--- src/rtl/mrelbp_pkg.sv ---
// Shared MRELBP constants and types for the neighbour-weight LUT path.
package mrelbp_pkg;
  localparam int LUT_ADDR_W = 8;
  localparam int LUT_DATA_W = 24;
  localparam int NUM_NI     = 8;

  typedef logic [LUT_ADDR_W-1:0] lut_addr_t;
  typedef logic [LUT_DATA_W-1:0] lut_data_t;
endpackage

--- src/rtl/rr_arbiter.sv ---
// Combinational round-robin arbiter: lowest set request at or above ptr_i, wrapping,
// found by scanning a doubled request vector with everything below ptr_i masked off.
module rr_arbiter #(
  parameter  int N  = 4,
  localparam int IW = (N > 1) ? $clog2(N) : 1
) (
  input  logic [N-1:0]  req_i,
  input  logic [IW-1:0] ptr_i,
  output logic [N-1:0]  gnt_o,
  output logic [IW-1:0] gnt_idx_o
);
  logic [2*N-1:0] dreq;
  logic [2*N-1:0] below;
  logic [2*N-1:0] masked;
  logic           found;

  assign dreq   = {req_i, req_i};
  assign below  = ((2*N)'(1) << ptr_i) - (2*N)'(1);
  assign masked = dreq & ~below;

  always_comb begin
    gnt_o     = '0;
    gnt_idx_o = '0;
    found     = 1'b0;
    for (int i = 0; i < 2*N; i++) begin
      if (!found && masked[i]) begin
        found          = 1'b1;
        gnt_idx_o      = IW'(i % N);
        gnt_o[i % N]   = 1'b1;
      end
    end
  end
endmodule

--- src/rtl/lut_rr_scheduler.sv ---
// Round-robin scheduler sharing one combinational weight LUT between NUM_REQ lanes.
// Two-stage pipe: registered LUT address, then captured weight tagged with lane id.
module lut_rr_scheduler
  import mrelbp_pkg::*;
#(
  parameter  int NUM_REQ = 4,
  parameter  int ADDR_W  = LUT_ADDR_W,
  parameter  int DATA_W  = LUT_DATA_W,
  localparam int ID_W    = $clog2(NUM_REQ)
) (
  input  logic                      i_clk,
  input  logic                      i_rst,
  input  logic [NUM_REQ-1:0]        i_req_valid,
  input  logic [NUM_REQ*ADDR_W-1:0] i_req_addr,
  output logic [NUM_REQ-1:0]        o_req_ready,
  output logic [ADDR_W-1:0]         o_lut_addr,
  input  logic [DATA_W-1:0]         i_lut_dout,
  output logic                      o_rsp_valid,
  output logic [ID_W-1:0]           o_rsp_id,
  output logic [DATA_W-1:0]         o_rsp_data,
  output logic                      o_busy
);
  // Handshake: lane r is accepted on a rising edge where i_req_valid[r] & o_req_ready[r];
  // ready is one-hot, never depends on the response side, and the response has no backpressure.
  logic [NUM_REQ-1:0] gnt;
  logic [ID_W-1:0]    gnt_idx;
  logic               accept;

  logic [ID_W-1:0]   ptr_q,      ptr_d;
  logic              s1_v_q,     s1_v_d;
  logic [ID_W-1:0]   s1_id_q,    s1_id_d;
  logic [ADDR_W-1:0] lut_addr_q, lut_addr_d;
  logic              rsp_v_q,    rsp_v_d;
  logic [ID_W-1:0]   rsp_id_q,   rsp_id_d;
  logic [DATA_W-1:0] rsp_data_q, rsp_data_d;

  rr_arbiter #(.N(NUM_REQ)) u_arb (
    .req_i     (i_req_valid),
    .ptr_i     (ptr_q),
    .gnt_o     (gnt),
    .gnt_idx_o (gnt_idx)
  );

  assign o_req_ready = i_rst ? '0 : gnt;
  assign accept      = |o_req_ready;

  always_comb begin
    ptr_d      = ptr_q;
    s1_v_d     = 1'b0;
    s1_id_d    = s1_id_q;
    lut_addr_d = lut_addr_q;
    rsp_v_d    = s1_v_q;
    rsp_id_d   = rsp_id_q;
    rsp_data_d = rsp_data_q;
    if (accept) begin
      ptr_d      = (gnt_idx == ID_W'(NUM_REQ-1)) ? '0 : gnt_idx + ID_W'(1);
      s1_v_d     = 1'b1;
      s1_id_d    = gnt_idx;
      lut_addr_d = i_req_addr[int'(gnt_idx)*ADDR_W +: ADDR_W];
    end
    // LUT output is combinational from the registered address, so capture it one stage later
    if (s1_v_q) begin
      rsp_id_d   = s1_id_q;
      rsp_data_d = i_lut_dout;
    end
  end

  always_ff @(posedge i_clk) begin
    if (i_rst) begin
      ptr_q      <= '0;
      s1_v_q     <= 1'b0;
      s1_id_q    <= '0;
      lut_addr_q <= '0;
      rsp_v_q    <= 1'b0;
      rsp_id_q   <= '0;
      rsp_data_q <= '0;
    end else begin
      ptr_q      <= ptr_d;
      s1_v_q     <= s1_v_d;
      s1_id_q    <= s1_id_d;
      lut_addr_q <= lut_addr_d;
      rsp_v_q    <= rsp_v_d;
      rsp_id_q   <= rsp_id_d;
      rsp_data_q <= rsp_data_d;
    end
  end

  assign o_lut_addr  = lut_addr_q;
  assign o_rsp_valid = rsp_v_q;
  assign o_rsp_id    = rsp_id_q;
  assign o_rsp_data  = rsp_data_q;
  assign o_busy      = s1_v_q | rsp_v_q;
endmodule
--- config.mk ---
export PLATFORM = sky130hd
export DESIGN_NAME = lut_rr_scheduler
export DESIGN_NICKNAME = d
export VERILOG_FILES = /design/src/rtl/mrelbp_pkg.sv /design/src/rtl/rr_arbiter.sv /design/src/rtl/lut_rr_scheduler.sv
export SDC_FILE = /design/constraint.sdc
export NUM_CORES = 1
export LEC_CHECK = 0
export BUFFER_PORTS_ARGS = -buffer_cell sky130_fd_sc_hd__buf_4
export CAP_MARGIN = 20
export CORE_ASPECT_RATIO = 1.25
export CORE_MARGIN = 8
export CORE_UTILIZATION = 41
export CTS_CLUSTER_DIAMETER = 30
export CTS_CLUSTER_SIZE = 10
export DETAILED_ROUTE_END_ITERATION = 8
export PLACE_DENSITY = 0.81
export SLEW_MARGIN = 20
export SYNTH_ARGS = -nofsm -noshare
export SYNTH_HDL_FRONTEND = slang
export SYNTH_SLANG_ARGS = --single-unit
--- constraint.sdc ---
create_clock -name i_clk -period 5.95 [get_ports i_clk]
set_input_delay 0.2975 -clock i_clk [delete_from_list [all_inputs] [get_ports i_clk]]
set_output_delay 0.2975 -clock i_clk [all_outputs]
set_load 0.01 [all_outputs]
==> metrics.yaml <==
hpwl_mm: 4.29
clk_pin_slew_worst_paths_ns: 0.08
endpoint_kind: "output pin"
synth_area_leader_cell: "dfxtp_1"
antenna_found_initial: 0
port_buffers: 101
drt.antenna.violating_nets: 0
required_ns: 5.65
synth_fp_nets: 266
synth.distinct_cells: 43
start_util: 0.420
diodes: 0
gp_congestion: 0.797
rows: 28
grt_first_pass_wirelength_mm: 8.93
final_util: 0.605
finalClockSkew_ns: 0.00745
wl_per_cell_um: 15.6
grt_pass1_vias: 1860
synthArstFlopShare: 0
drv_slew: 0
min_path_type: "input port to register"
path_delay_family: "compound AO/OA/AOI/OAI gates"
wirelength_mm: 5.57
ir_worst_vdd_mv: 0.159
ys.flop_type: "dfxtp_1"
grt_overflow: 0
drive_above_1_share: 0.421
cts_buffer_depth: 2
cts_post_setup_buffers_inserted: 0
htree_levels: 2
worst_pin_slew_ns: 0.926
critical-path-max-stage-delay_ns: 0.67
synth_top_cell_area_share: 0.409
drtIter0Drc: 114
layout_min_cycle_time_ns: 3.10
regToRegEndpoint: "o_lut_addr[5]"
fin_nets: 359
hold_viol_final: 0
critPathBufInv: 2
slowest_stage: "a21oi_2"
viasPerCell: 5.18
cts_hold_buf: 0
rr_worst_depth: 6
core_region_area_um2: 4660
syn_area_um2: 1960
path_cells: "or2_2 > ha_1 > a21oi_2 > a31oi_1 > inv_1 > buf_4"
status: "finished clean"
root_buffer: "clkbuf_8"
post-route-period-util: 0.521
worst_slack_ns: 2.85
tns_ns: 0
pre_cts_ws_ns: 2.99
worstSkewPairLatency_ns: 0.29
endpoint: "o_req_ready[0]"
synthCells: 203
synth_edf_count: 0
grt_max_degree: 46
yosysSeqAreaShare: 0.409
fmax_mhz: 322
grtUsageTotal: 0.150
maxCapViolations: 0
startpoint_type: "register"
total_power_uw: 875
path_max_fanout: 22
cts_resized: 0
startpoint: "ptr_q[1]"
die-area_um2: 7250
num_io_pins: 102
ys_ff_latch: 40
rsz0062_at_grt: "false"
vias: 1851
synth-warning-count: 0
setup_viol: 0
worst-setup-path-type: "register to output pin"
power_density_nw_per_um2: 310
die_w_um: 77.8
p_leak_nw: 1.34
area_growth_pct: 44.1
worst-path-stages: 6
nFillCells: 435
arrival_ns: 2.80
rrSetupSlack_ns: 2.94
dieHeight_um: 93.2
rr_startpoint: "ptr_q[1]"
relSlewSlack: 0.380
synth_area_leaders: "dfxtp_1, mux2i_1, nor2_1"
synth.avg_cell_area_um2: 9.63
cts_sinks: 40
cts_tree: "built"
dr.pass1.iters: 4
route.detailed.drc: 0
numCtsBuffers: 5
==> cell usage after synthesis (3+ instances only) <==
| master | number |
|---|---|
| nand4b_1 | 8 |
| clkbuf_1 | 8 |
| a211oi_1 | 13 |
| mux2i_1 | 26 |
| a311oi_1 | 3 |
| a211oi_2 | 3 |
| dfxtp_1 | 40 |
| nor2_1 | 29 |
| and3_1 | 16 |
| nand2_1 | 3 |
| o31ai_1 | 7 |
| inv_1 | 6 |
==> layout by cell type, fill, tap and decap left out, types with 2 or more instances in the layout <==
cell	count
nor2_1	29
nand2b_1	2
a21oi_1	2
o31ai_1	7
and3_1	16
dfxtp_1	40
nor3b_1	2
inv_1	6
buf_4	102
a211oi_1	13
a311oi_1	3
nand3_1	2
nand2_1	3
or2_2	2
clkbuf_8	5
nand4b_1	8
a211oi_2	3
a41oi_1	2
mux2i_1	26
==> stage by stage <==
step                cells  cell area (um2)  hold WS (ns)
finish                357             2820         0.245
global route          357             2820         0.247
CTS                   357             2820         0.237
detailed placement    349             2710         0.463
global placement      349             2710         0.459
floorplan             203             1960         0.410
==> state kept, by name, summed over array words and instances (netlist names) <==
signal	flops
rsp_v_d	1
s1_id_q	2
o_rsp_id	2
o_lut_addr	8
o_rsp_data	24
ptr_q	2
o_rsp_valid	1
==> worst reg2reg max path, stage by stage (launching register included) <==
cell	delay (ns)
dfxtp_1	0.39
or2_2	0.32
ha_1	0.32
a21oi_2	0.67
a31oi_1	0.54
o21a_1	0.37
o31ai_1	0.31
==> report_power, final <==
| part | switching (mW) | internal, mW | leakage, nW |
|---|---|---|---|
| logic | 0.166 | 0.159 | 0.956 |
| clock network | 0.0870 | 0.124 | 0.0552 |
| registers | 0.0268 | 0.311 | 0.331 |
| total | 0.280 | 0.595 | 1.34 |
==> cell type report <==
class	count	area (um2)	area share
Multi-Input combinational cell	141	1050	0.372
Sequential cell	40	801	0.284
Timing Repair Buffer	102	766	0.272
Tap cell	60	75.1	0.0266
Clock buffer	6	72.6	0.0257
Clock inverter	2	35.0	0.0124
Inverter	6	22.5	0.00799
==> cell families after synthesis <==
| family | synth area share |
|---|---|
| AOI/OAI and AO/OA | 0.188 |
| adders and majority gates | 0.00640 |
| buffers and inverters | 0.0550 |
| DFF | 0.409 |
| muxes | 0.133 |
| and+or+nand+nor | 0.208 |
==> how the worst min path moves through the flow <==
stage	start	to	slack (ns)	cells past startpoint
2_1_floorplan	i_req_valid[3]	ptr_q[1]	0.41	1
3_5_place_dp	s1_id_q[0]	s1_id_q[0]	0.46	2
6_report	i_req_valid[3]	ptr_q[1]	0.25	2
4_1_cts	i_req_valid[3]	ptr_q[1]	0.24	2
5_1_grt	i_lut_dout[12]	o_rsp_data[12]	0.25	3
3_3_place_gp	s1_id_q[1]	s1_id_q[1]	0.46	2
==> per-layer routing <==
metal	GRT usage	part of all wire	vias to the layer above
met5	0	0	-
met4	0.0615	0.017	0
met3	0.0422	0.056	7
met2	0.262	0.53	56
met1	0.168	0.40	857
li1	-	-	931
Note: power is estimated with default switching activity, not from simulation.
